File: src/rtl/decode_issue_ctrl.sv
`default_nettype none
// ============================================================================
// Module      : decode_issue_ctrl
// Description : F/D pipeline register with register-read decode and a
//               shift-register scoreboard that stalls issue on RAW hazards.
//               Optional macro FORWARDING_EN restricts stalls to load-use.
// Revision    : 1.0 - initial release
// ============================================================================
module decode_issue_ctrl #(
    parameter int PIPE_DEPTH = 3,
    parameter int LINK_REG   = 31,
    parameter int STATUS_REG = 30
) (
    input  logic        clock,
    input  logic        reset_n,
    input  logic        fd_valid_in,
    input  logic [31:0] fd_insn_in,
    output logic        fd_ready_out,
    input  logic        flush,
    input  logic        dx_ready_in,
    output logic        dx_valid_out,
    output logic [31:0] dx_insn_out,
    output logic [4:0]  ctrl_readRegA,
    output logic [4:0]  ctrl_readRegB,
    output logic        hazard_stall
);

    localparam logic [4:0] c_OP_RTYPE = 5'b00000;
    localparam logic [4:0] c_OP_J     = 5'b00001;
    localparam logic [4:0] c_OP_BNE   = 5'b00010;
    localparam logic [4:0] c_OP_JAL   = 5'b00011;
    localparam logic [4:0] c_OP_JR    = 5'b00100;
    localparam logic [4:0] c_OP_ADDI  = 5'b00101;
    localparam logic [4:0] c_OP_BLT   = 5'b00110;
    localparam logic [4:0] c_OP_SW    = 5'b00111;
    localparam logic [4:0] c_OP_LW    = 5'b01000;
    localparam logic [4:0] c_OP_SETX  = 5'b10101;
    localparam logic [4:0] c_OP_BEX   = 5'b10110;

    localparam logic [4:0] c_LINK   = LINK_REG[4:0];
    localparam logic [4:0] c_STATUS = STATUS_REG[4:0];

    // D register
    logic        r_d_valid;
    logic [31:0] r_d_insn;

    // Scoreboard: entry 0 is the instruction just issued to X
    logic [PIPE_DEPTH-1:0] r_sb_valid;
    logic [4:0]            r_sb_dest [PIPE_DEPTH];
`ifdef FORWARDING_EN
    logic [PIPE_DEPTH-1:0] r_sb_load;
`endif

    // Decode results
    logic [4:0] w_opcode;
    logic [4:0] w_rd;
    logic [4:0] w_rs;
    logic [4:0] w_rt;
    logic       w_use_a;
    logic       w_use_b;
    logic [4:0] w_addr_a;
    logic [4:0] w_addr_b;
    logic       w_dest_vld;
    logic [4:0] w_dest;
    logic [4:0] w_rd_a;
    logic [4:0] w_rd_b;

    logic       w_hazard;
    logic       w_issue;
    logic       w_fd_ready;
    logic       w_accept;

    assign w_opcode = r_d_insn[31:27];
    assign w_rd     = r_d_insn[26:22];
    assign w_rs     = r_d_insn[21:17];
    assign w_rt     = r_d_insn[16:12];

    // Operand and destination decode of the held instruction
    always_comb begin
        w_use_a    = 1'b0;
        w_use_b    = 1'b0;
        w_addr_a   = 5'd0;
        w_addr_b   = 5'd0;
        w_dest_vld = 1'b0;
        w_dest     = 5'd0;
        case (w_opcode)
            c_OP_RTYPE: begin
                w_use_a    = 1'b1;
                w_addr_a   = w_rs;
                w_use_b    = 1'b1;
                w_addr_b   = w_rt;
                w_dest_vld = 1'b1;
                w_dest     = w_rd;
            end
            c_OP_ADDI, c_OP_LW: begin
                w_use_a    = 1'b1;
                w_addr_a   = w_rs;
                w_dest_vld = 1'b1;
                w_dest     = w_rd;
            end
            c_OP_SW: begin
                w_use_a  = 1'b1;
                w_addr_a = w_rs;
                w_use_b  = 1'b1;
                w_addr_b = w_rd;
            end
            c_OP_BNE, c_OP_BLT: begin
                w_use_a  = 1'b1;
                w_addr_a = w_rd;
                w_use_b  = 1'b1;
                w_addr_b = w_rs;
            end
            c_OP_JR: begin
                w_use_a  = 1'b1;
                w_addr_a = w_rd;
            end
            c_OP_BEX: begin
                w_use_a  = 1'b1;
                w_addr_a = c_STATUS;
            end
            c_OP_J: begin
                w_use_a = 1'b0;
            end
            c_OP_JAL: begin
                w_dest_vld = 1'b1;
                w_dest     = c_LINK;
            end
            c_OP_SETX: begin
                w_dest_vld = 1'b1;
                w_dest     = c_STATUS;
            end
            default: begin
                w_dest_vld = 1'b0;
            end
        endcase
    end

    // Unused ports and an empty D register present address 0; since r0 never
    // hazards, a nonzero address also implies the port is in use.
    assign w_rd_a = (r_d_valid && w_use_a) ? w_addr_a : 5'd0;
    assign w_rd_b = (r_d_valid && w_use_b) ? w_addr_b : 5'd0;

    function automatic logic f_src_match(input logic [4:0] i_a,
                                         input logic [4:0] i_b,
                                         input logic [4:0] i_dest);
        return ((i_a != 5'd0) && (i_a == i_dest)) ||
               ((i_b != 5'd0) && (i_b == i_dest));
    endfunction

    // RAW hazard detection against the in-flight destinations
    always_comb begin
        w_hazard = 1'b0;
`ifdef FORWARDING_EN
        // Only a load sitting in X cannot be forwarded in time
        if (r_sb_valid[0] && r_sb_load[0]) begin
            w_hazard = f_src_match(w_rd_a, w_rd_b, r_sb_dest[0]);
        end
`else
        for (int i = 0; i < PIPE_DEPTH; i++) begin
            if (r_sb_valid[i] && f_src_match(w_rd_a, w_rd_b, r_sb_dest[i])) begin
                w_hazard = 1'b1;
            end
        end
`endif
    end

    assign w_issue    = r_d_valid && !w_hazard && dx_ready_in && !flush;
    // Gated by reset_n so every output reads 0 while reset is held
    assign w_fd_ready = reset_n && (!r_d_valid || w_issue || flush);
    assign w_accept   = fd_valid_in && w_fd_ready;

    // D register: load on accept, otherwise drain on issue or flush
    always_ff @(posedge clock or negedge reset_n) begin
        if (!reset_n) begin
            r_d_valid <= 1'b0;
            r_d_insn  <= 32'd0;
        end else if (w_accept) begin
            r_d_valid <= 1'b1;
            r_d_insn  <= fd_insn_in;
        end else if (w_issue || flush) begin
            r_d_valid <= 1'b0;
        end
    end

    // Scoreboard shifts toward W whenever execute advances, frozen otherwise
    always_ff @(posedge clock or negedge reset_n) begin
        if (!reset_n) begin
            r_sb_valid <= '0;
            for (int i = 0; i < PIPE_DEPTH; i++) begin
                r_sb_dest[i] <= 5'd0;
            end
`ifdef FORWARDING_EN
            r_sb_load <= '0;
`endif
        end else if (dx_ready_in) begin
            for (int i = PIPE_DEPTH - 1; i > 0; i--) begin
                r_sb_valid[i] <= r_sb_valid[i-1];
                r_sb_dest[i]  <= r_sb_dest[i-1];
`ifdef FORWARDING_EN
                r_sb_load[i]  <= r_sb_load[i-1];
`endif
            end
            r_sb_valid[0] <= w_issue && w_dest_vld;
            r_sb_dest[0]  <= w_issue ? w_dest : 5'd0;
`ifdef FORWARDING_EN
            r_sb_load[0]  <= w_issue && (w_opcode == c_OP_LW);
`endif
        end
    end

    assign fd_ready_out  = w_fd_ready;
    assign dx_valid_out  = r_d_valid && !w_hazard && !flush;
    assign dx_insn_out   = r_d_insn;
    assign ctrl_readRegA = w_rd_a;
    assign ctrl_readRegB = w_rd_b;
    assign hazard_stall  = r_d_valid && w_hazard;

endmodule
`default_nettype wire

File: config.mk
export PLATFORM = sky130hd
export DESIGN_NAME = decode_issue_ctrl
export DESIGN_NICKNAME = d
export VERILOG_FILES = /design/src/rtl/decode_issue_ctrl.sv
export SDC_FILE = /design/constraint.sdc
export NUM_CORES = 1
export LEC_CHECK = 0
export CELL_PAD_IN_SITES_DETAIL_PLACEMENT = 1
export CELL_PAD_IN_SITES_GLOBAL_PLACEMENT = 2
export CORE_UTILIZATION = 35
export CTS_BUF_LIST = sky130_fd_sc_hd__clkbuf_8
export DETAILED_ROUTE_END_ITERATION = 10
export PLACE_DENSITY = 0.86
export SLEW_MARGIN = 20
export SYNTH_ARGS = -nofsm -noshare
export SYNTH_HDL_FRONTEND = slang
export SYNTH_SLANG_ARGS = --single-unit
File: constraint.sdc
create_clock -name clock -period 6.8 [get_ports clock]
set_input_delay 1.36 -clock clock [delete_from_list [all_inputs] [get_ports clock]]
set_output_delay 1.36 -clock clock [all_outputs]
set_load 0.05 [all_outputs]
==> run_results.csv, run 1 <==
group,metric,value,unit
status,status,"complete, no violations",
power,power.share.combinational,44.8,%
clock_network,cts_sinks,51,
placement,place_inst,522,
global_routing,first_global_vias,2907,
setup_path,r2r_start,"dx_insn_out[31]$_DFFE_PN0P_",
global_routing,grt_first_pass_wirelength,16320,µm
yosys,yosysSeqAreaShare,36.34,%
clock_network,postCtsSetupBuffers,0,
sta,fin_crit_sh,91.50,%
setup_path,required,5.44,ns
clock_network,clkLatencyLatePin,0.31,ns
setup_path,slowest_stage,"dfrtp_1",
yosys,syn_inst,325,
finish,fin_area,4438,µm²
yosys,synth_cell_types,69,
finish,fin_nets,433,
placement,gp_congestion,0.8341,
clock_network,tritoncts,"done",
yosys,syn_avg_cell_area,10.81,µm²
power,clkPwrFrac,16.6,%
power,internal_power,635.9,µW
floorplan,core-area,9729,µm²
min_path,min_from,"dx_insn_out[7]$_DFFE_PN0P_",
setup_path,arrival,4.86,ns
power,power.switching,499.7,µW
placement,port_buffers,81,
floorplan,ios,82,
setup_path,crit_chain,"inv_1 > a32oi_1 > and2_0 > a221oi_1 > and4b_1 > a311oi_1 > nand4_1 > o21ai_0 > and2_1 > clkdlybuf4s50_1",
setup_path,cp-startpoint,"dx_insn_out[31]$_DFFE_PN0P_",
clock_network,htree_num_levels,2,
detailed_routing,drt_iter0_drc,146,
setup_path,reg2reg_slack,2.69,ns
yosys,synth-seq-cells,51,
floorplan,die_w,102.2,µm
floorplan,die_h,102.2,µm
clock_network,cts_buffers,5,
sta,drv_slew,0,
global_routing,grt-ovfl-total,0,
sta,fmax,160.7,MHz
placement,placed_area,4347,µm²
setup_path,endpoint_kind,"primary output",
min_path,min_path_type,"reg -> reg",
power,seqPwrFrac,38.6,%
clock_network,root_buffer,"clkbuf_8",
yosys,synth_edf_count,0,
finish,layout.cells.non_filler,530,
sta,fin_tns_setup,0,ns
global_routing,grt_start_max_net_pins,54,
sta,worstMarginPinSlew,0.8230,ns
finish,drive_above_1_share,18.39,%
clock_network,ctsResizeCount,0,
finish,syn_to_final_growth,26.36,%
floorplan,start_util,36.10,%
yosys,synth_ff_type,"dfrtp_1",
setup_path,path_class,"reg -> out",
sta,finalHoldViolations,0,
yosys,ys_warn_count,0,
global_routing,grt_usage,20.88,%
detailed_routing,ant_nets,0,
detailed_routing,drc,0,
floorplan,rows,36,
clock_network,clk_pin_slew_worst_paths,0.11,ns
sta,fin_skew,0.01074,ns
setup_path,reg2regPathDepth,10,
global_routing,antenna_found_initial,0,
power,switching_share,44.00,%
detailed_routing,drt-total-wl,10460,µm
detailed_routing,dr.pass1.iters,4,
detailed_routing,vias_per_cell,5.513,
job,drv_cap,0,
sta,setup_viol,0,
sta,rsz0062_at_grt,"false",
detailed_routing,wl_per_cell,19.73,µm
detailed_routing,dr_total_vias,2922,
yosys,syn_area,3512,µm²
setup_path,cp-endpoint,"fd_ready_out",
setup_path,cp_slowest_stage_delay,0.90,ns
floorplan,die-area,10440,µm²
power,powerDensity,255.9,nW/µm²
power,p_leak,0.001801,µW
power,ir_drop,0.1551,mV
yosys,synthArstFlopShare,100.0,%
setup_path,path_max_fanout,21,
placement,dp_hpwl,7833,µm
clock_network,cts.hold.buffers_added,0,
setup_path,critPathLaunchType,"flip-flop",
finish,diodes,0,
yosys,syn_nets,362,
clock_network,clockBufferDepth,2,
sta,slew_headroom,45.14,%
setup_path,r2r-end,"dx_insn_out[15]$_DFFE_PN0P_",
sta,final.min_clock_period,6.222,ns
worst min path at each step:
stage,end,slack [ns],depth (start not counted)
2_1_floorplan,r_sb_valid[2]$_DFFE_PN0P_,0.50,1
3_3_place_gp,dx_insn_out[10]$_DFFE_PN0P_,0.49,1
3_5_place_dp,dx_insn_out[0]$_DFFE_PN0P_,0.49,1
4_1_cts,dx_insn_out[7]$_DFFE_PN0P_,0.52,1
5_1_grt,dx_insn_out[7]$_DFFE_PN0P_,0.53,1
6_report,dx_insn_out[7]$_DFFE_PN0P_,0.52,1
cells in the final DEF, fill, tap and decap left out, types with 4 or more instances in the layout:
master	instances
a22o_1	7
nor4_1	5
xnor2_1	9
mux2_4	30
dfrtp_1	51
nand2_1	16
a211o_1	4
nand3_1	11
a32oi_1	7
or3_1	4
a21oi_1	13
nor3_1	6
and2_1	5
nand4_1	5
nand2b_1	6
inv_1	10
clkbuf_8	5
nor2_1	16
mux2_2	14
a211oi_1	4
clkdlybuf4s50_1	80
xor2_1	6
o21ai_0	11
flip-flops by register name, indices dropped and copies added (netlist names):
| register | flops |
|---|---|
| dx_insn_out | 32 |
| r_d_valid | 1 |
| r_sb_dest | 15 |
| r_sb_valid | 3 |
through the flow:
| step | util (%) | total power [µW] | hold slack (ns) | worst slack [ns] |
|---|---|---|---|---|
| after floorplan | - | 791.8 | 0.5038 | 0.9957 |
| after global placement | 44.68 | 943.1 | 0.4929 | 1.240 |
| after CTS | 45.61 | 1146 | 0.5219 | 0.5946 |
| final | 45.61 | 1136 | 0.5180 | 0.5779 |
| after global routing | 45.61 | 1192 | 0.5319 | 0.1967 |
| after detailed placement | 44.68 | 951.0 | 0.4947 | 0.9841 |
critical path, delay by kind of cell, from the launching register on:
kind | cells | cell delay, ns
AO/OA/AOI/OAI | 4 | 1.32
flip-flops | 1 | 0.90
AND/OR/NAND/NOR | 4 | 1.09
buffers and inverters | 2 | 1.24
Yosys cell counts, types with 6 or more instances:
cell	count	area, µm²
dfrtp_1	51	1276
mux2_4	30	450.4
nand2_1	16	60.06
nor2_1	16	60.06
mux2_2	14	157.7
a21oi_1	13	65.06
nand3_1	11	55.05
o21ai_0	11	55.05
inv_1	10	37.54
xnor2_1	9	78.83
a22o_1	7	61.31
a32oi_1	7	61.31
clkbuf_1	7	26.28
nand2b_1	6	37.54
nor3_1	6	30.03
xor2_1	6	52.55
final cells by class:
cell class / count / area [µm²]
Sequential cell: 51 / 1276
Fill cell: 1101 / 5291
Tap cell: 133 / 166.4
Inverter: 10 / 37.54
Clock inverter: 3 / 22.52
Multi-Input combinational cell: 244 / 2038
Timing Repair Buffer: 84 / 828.3
Clock buffer: 5 / 68.82
routing by layer:
metal  wire length (µm)  global-route usage [%]
met1               4840                   29.25
met2               4875                   33.40
met3                609                   3.283
met4                132                   5.824
met5                  0                       0
cells by family (layout without fill, tap and decap cells):
kind of cell	Yosys count	in the layout	synth area share, %
compound gates	86	86	19.56
xor+xnor	15	15	3.741
mux	44	44	17.31
simple gates	99	99	17.42
buf+inv	30	102	5.629
flops	51	51	36.34
power by group through the flow:
stage	Clock (µW)	Combinational (µW)	Sequential, µW
after global routing	205	540	447
after global placement	0	503	440
after detailed placement	0	509	442
after floorplan	0	263	528
final	189	509	438
after CTS	197	511	437
Power figures use the tool's default switching activity.
==> run 2, diff against run 1 <==
--- a/config.mk
+++ b/config.mk
@@ -7,10 +7,9 @@
 export LEC_CHECK = 0
 export CELL_PAD_IN_SITES_DETAIL_PLACEMENT = 1
 export CELL_PAD_IN_SITES_GLOBAL_PLACEMENT = 2
-export CORE_UTILIZATION = 35
-export CTS_BUF_LIST = sky130_fd_sc_hd__clkbuf_8
+export CORE_UTILIZATION = 34
 export DETAILED_ROUTE_END_ITERATION = 10
-export PLACE_DENSITY = 0.86
+export PLACE_DENSITY = 0.84
 export SLEW_MARGIN = 20
 export SYNTH_ARGS = -nofsm -noshare
 export SYNTH_HDL_FRONTEND = slang
==> run 2 against run 1 <==
Worst hold slack about the same. Design area up 0.68%. Largest cell class unchanged. Via count up 0.72%. Sequential power about the same. Worst setup slack better by 0.13 ns. First-iteration DRC count up 58%. Routed wire length up 2.0%. Clock skew up 0.0023 ns. Clock power up 24%. Core utilization down 0.53 points. Sequential share of layout area down 0.19 points. Maximum frequency up 2.1%.
==> run_results.csv, run 2 (same netlist as run 1, synthesis figures left out) <==
group,metric,value,unit
status,status,"complete, no violations",
global_routing,antenna_found_initial,0,
sta,rsz0062_at_grt,"false",
finish,fin_nets,433,
setup_path,r2r_start,"dx_insn_out[31]$_DFFE_PN0P_",
min_path,worstHoldPathCells,1,
sta,setup_viol,0,
power,p_leak,0.001814,µW
clock_network,cts_buffers,5,
placement,gp_congestion,0.8840,
setup_path,path_class,"reg -> out",
sta,fin_hold_ws,0.5178,ns
floorplan,ios,82,
detailed_routing,drc,0,
setup_path,crit_chain,"inv_1 > a32oi_1 > and2_0 > a221oi_1 > and4b_1 > a311oi_1 > nand4_1 > o21ai_0 > and2_1 > clkdlybuf4s50_1",
clock_network,ctsResizeCount,0,
setup_path,critPathLaunchType,"flip-flop",
global_routing,grt-ovfl-total,0,
sta,fmax,164.0,MHz
global_routing,grt_first_pass_wirelength,17080,µm
detailed_routing,vias_per_cell,5.553,
sta,drv_slew,0,
global_routing,first_global_vias,2970,
setup_path,reg2reg_slack,2.72,ns
sta,fin_crit_sh,89.65,%
detailed_routing,drt_iter0_drc,230,
job,drv_cap,0,
clock_network,postCtsSetupBuffers,0,
sta,fin_skew,0.01300,ns
floorplan,die-area,10740,µm²
setup_path,endpoint_kind,"primary output",
finish,largest_register_ff_count,32,
clock_network,cts.hold.buffers_added,0,
floorplan,die_h,103.6,µm
detailed_routing,wl_per_cell,20.12,µm
min_path,min_path_type,"reg -> reg",
detailed_routing,ant_nets,0,
finish,fillers,1131,
setup_path,slowest_stage,"dfrtp_1",
placement,dp_hpwl,7772,µm
clock_network,tritoncts,"done",
detailed_routing,dr.pass1.iters,5,
placement,port_buffers,81,
clock_network,cts_sinks,51,
min_path,min_from,"dx_insn_out[9]$_DFFE_PN0P_",
finish,syn_to_final_growth,27.22,%
min_path,hold-path-endpoint,"dx_insn_out[9]$_DFFE_PN0P_",
sta,worstMarginPinSlew,0.8003,ns
setup_path,crit_buf_inv,2,
finish,drive_above_1_share,18.39,%
sta,finalHoldViolations,0,
global_routing,grt_start_max_net_pins,54,
sta,fin_tns_setup,0,ns
setup_path,r2r-end,"dx_insn_out[15]$_DFFE_PN0P_",
finish,layout_common_cells,"80 x clkdlybuf4s50_1, 51 x dfrtp_1, 30 x mux2_4",
setup_path,crit_family,"compound AO/OA/AOI/OAI gates",
sta,slew_headroom,46.64,%
power,powerDensity,265.3,nW/µm²
clock_network,clockBufferDepth,2,
detailed_routing,drt-total-wl,10670,µm
setup_path,required,5.44,ns
finish,diodes,0,
floorplan,start_util,35.44,%
sta,final.min_clock_period,6.096,ns
floorplan,rows,36,
clock_network,clk_pin_slew_worst_paths,0.10,ns
finish,mostFrequentLayoutCell,"clkdlybuf4s50_1",
detailed_routing,dr_total_vias,2943,
floorplan,core-area,9910,µm²
power,ir_drop,0.1288,mV
clock_network,htree_num_levels,2,
setup_path,arrival,4.74,ns
floorplan,die_w,103.6,µm
setup_path,reg2regPathDepth,10,
clock_network,clkLatencyLatePin,0.32,ns
clock_network,root_buffer,"clkbuf_8",
setup_path,cp_slowest_stage_delay,0.88,ns
setup_path,path_max_fanout,21,
global_routing,grt_usage,20.19,%
==> run 2: cell types whose count changed in the layout (fill, tap and decap cells not counted) <==
cell	previous run	this run
clkbuf_8	5	6
clkinv_2	1	0
bufinv_16	0	1
inv_6	2	1
==> run 2: final cells by class <==
cell class	instances	area [µm²]	area share, %
clock buffer	6	82.58	1.848
multi-input combinational	244	2038	45.62
inverter	10	37.54	0.8401
timing repair buffer	84	828.3	18.54
sequential	51	1276	28.56
tap	133	166.4	3.724
clock inverter	2	38.79	0.8681
==> run 2: worst max path at each step <==
stage | slack, ns | startpoint | to | cells after the start
final | 0.70 | dx_insn_out[31]$_DFFE_PN0P_ | fd_ready_out | 10
after global routing | 0.39 | dx_insn_out[31]$_DFFE_PN0P_ | fd_ready_out | 10
after global placement | 1.23 | dx_insn_out[31]$_DFFE_PN0P_ | fd_ready_out | 10
after CTS | 0.77 | dx_insn_out[31]$_DFFE_PN0P_ | fd_ready_out | 10
after floorplan | 1.0 | dx_insn_out[31]$_DFFE_PN0P_ | fd_ready_out | 11
after detailed placement | 1.16 | dx_insn_out[31]$_DFFE_PN0P_ | fd_ready_out | 10
==> run 2: power breakdown <==
group / leakage [µW] / switching [µW] / internal (µW)
registers: 0.000637 / 93.4 / 346
logic: 0.00112 / 297 / 215
clock network: 0.0000618 / 113 / 121
==> run 2: stage by stage <==
stage	utilization (%)	total power (µW)	setup slack (ns)	cell area (µm²)	cells
5_1_grt	45.09	1239	0.3864	4468	530
2_1_floorplan	-	791.8	0.9957	3512	325
3_5_place_dp	43.86	950.6	1.160	4347	522
3_3_place_gp	43.86	941.9	1.230	4347	522
6_report	45.09	1185	0.7035	4468	530
4_1_cts	45.09	1189	0.7666	4468	530
==> run 2: layer usage <==
layer	wire (µm)	share of wire [%]	GRT usage (%)	vias to the layer above
li1	-	-	-	1374
met1	5091	48	28.84	1451
met2	4781	45	31.06	105
met3	583	5.5	2.580	13
met4	209	2.0	7.350	0
met5	0	0	0	-
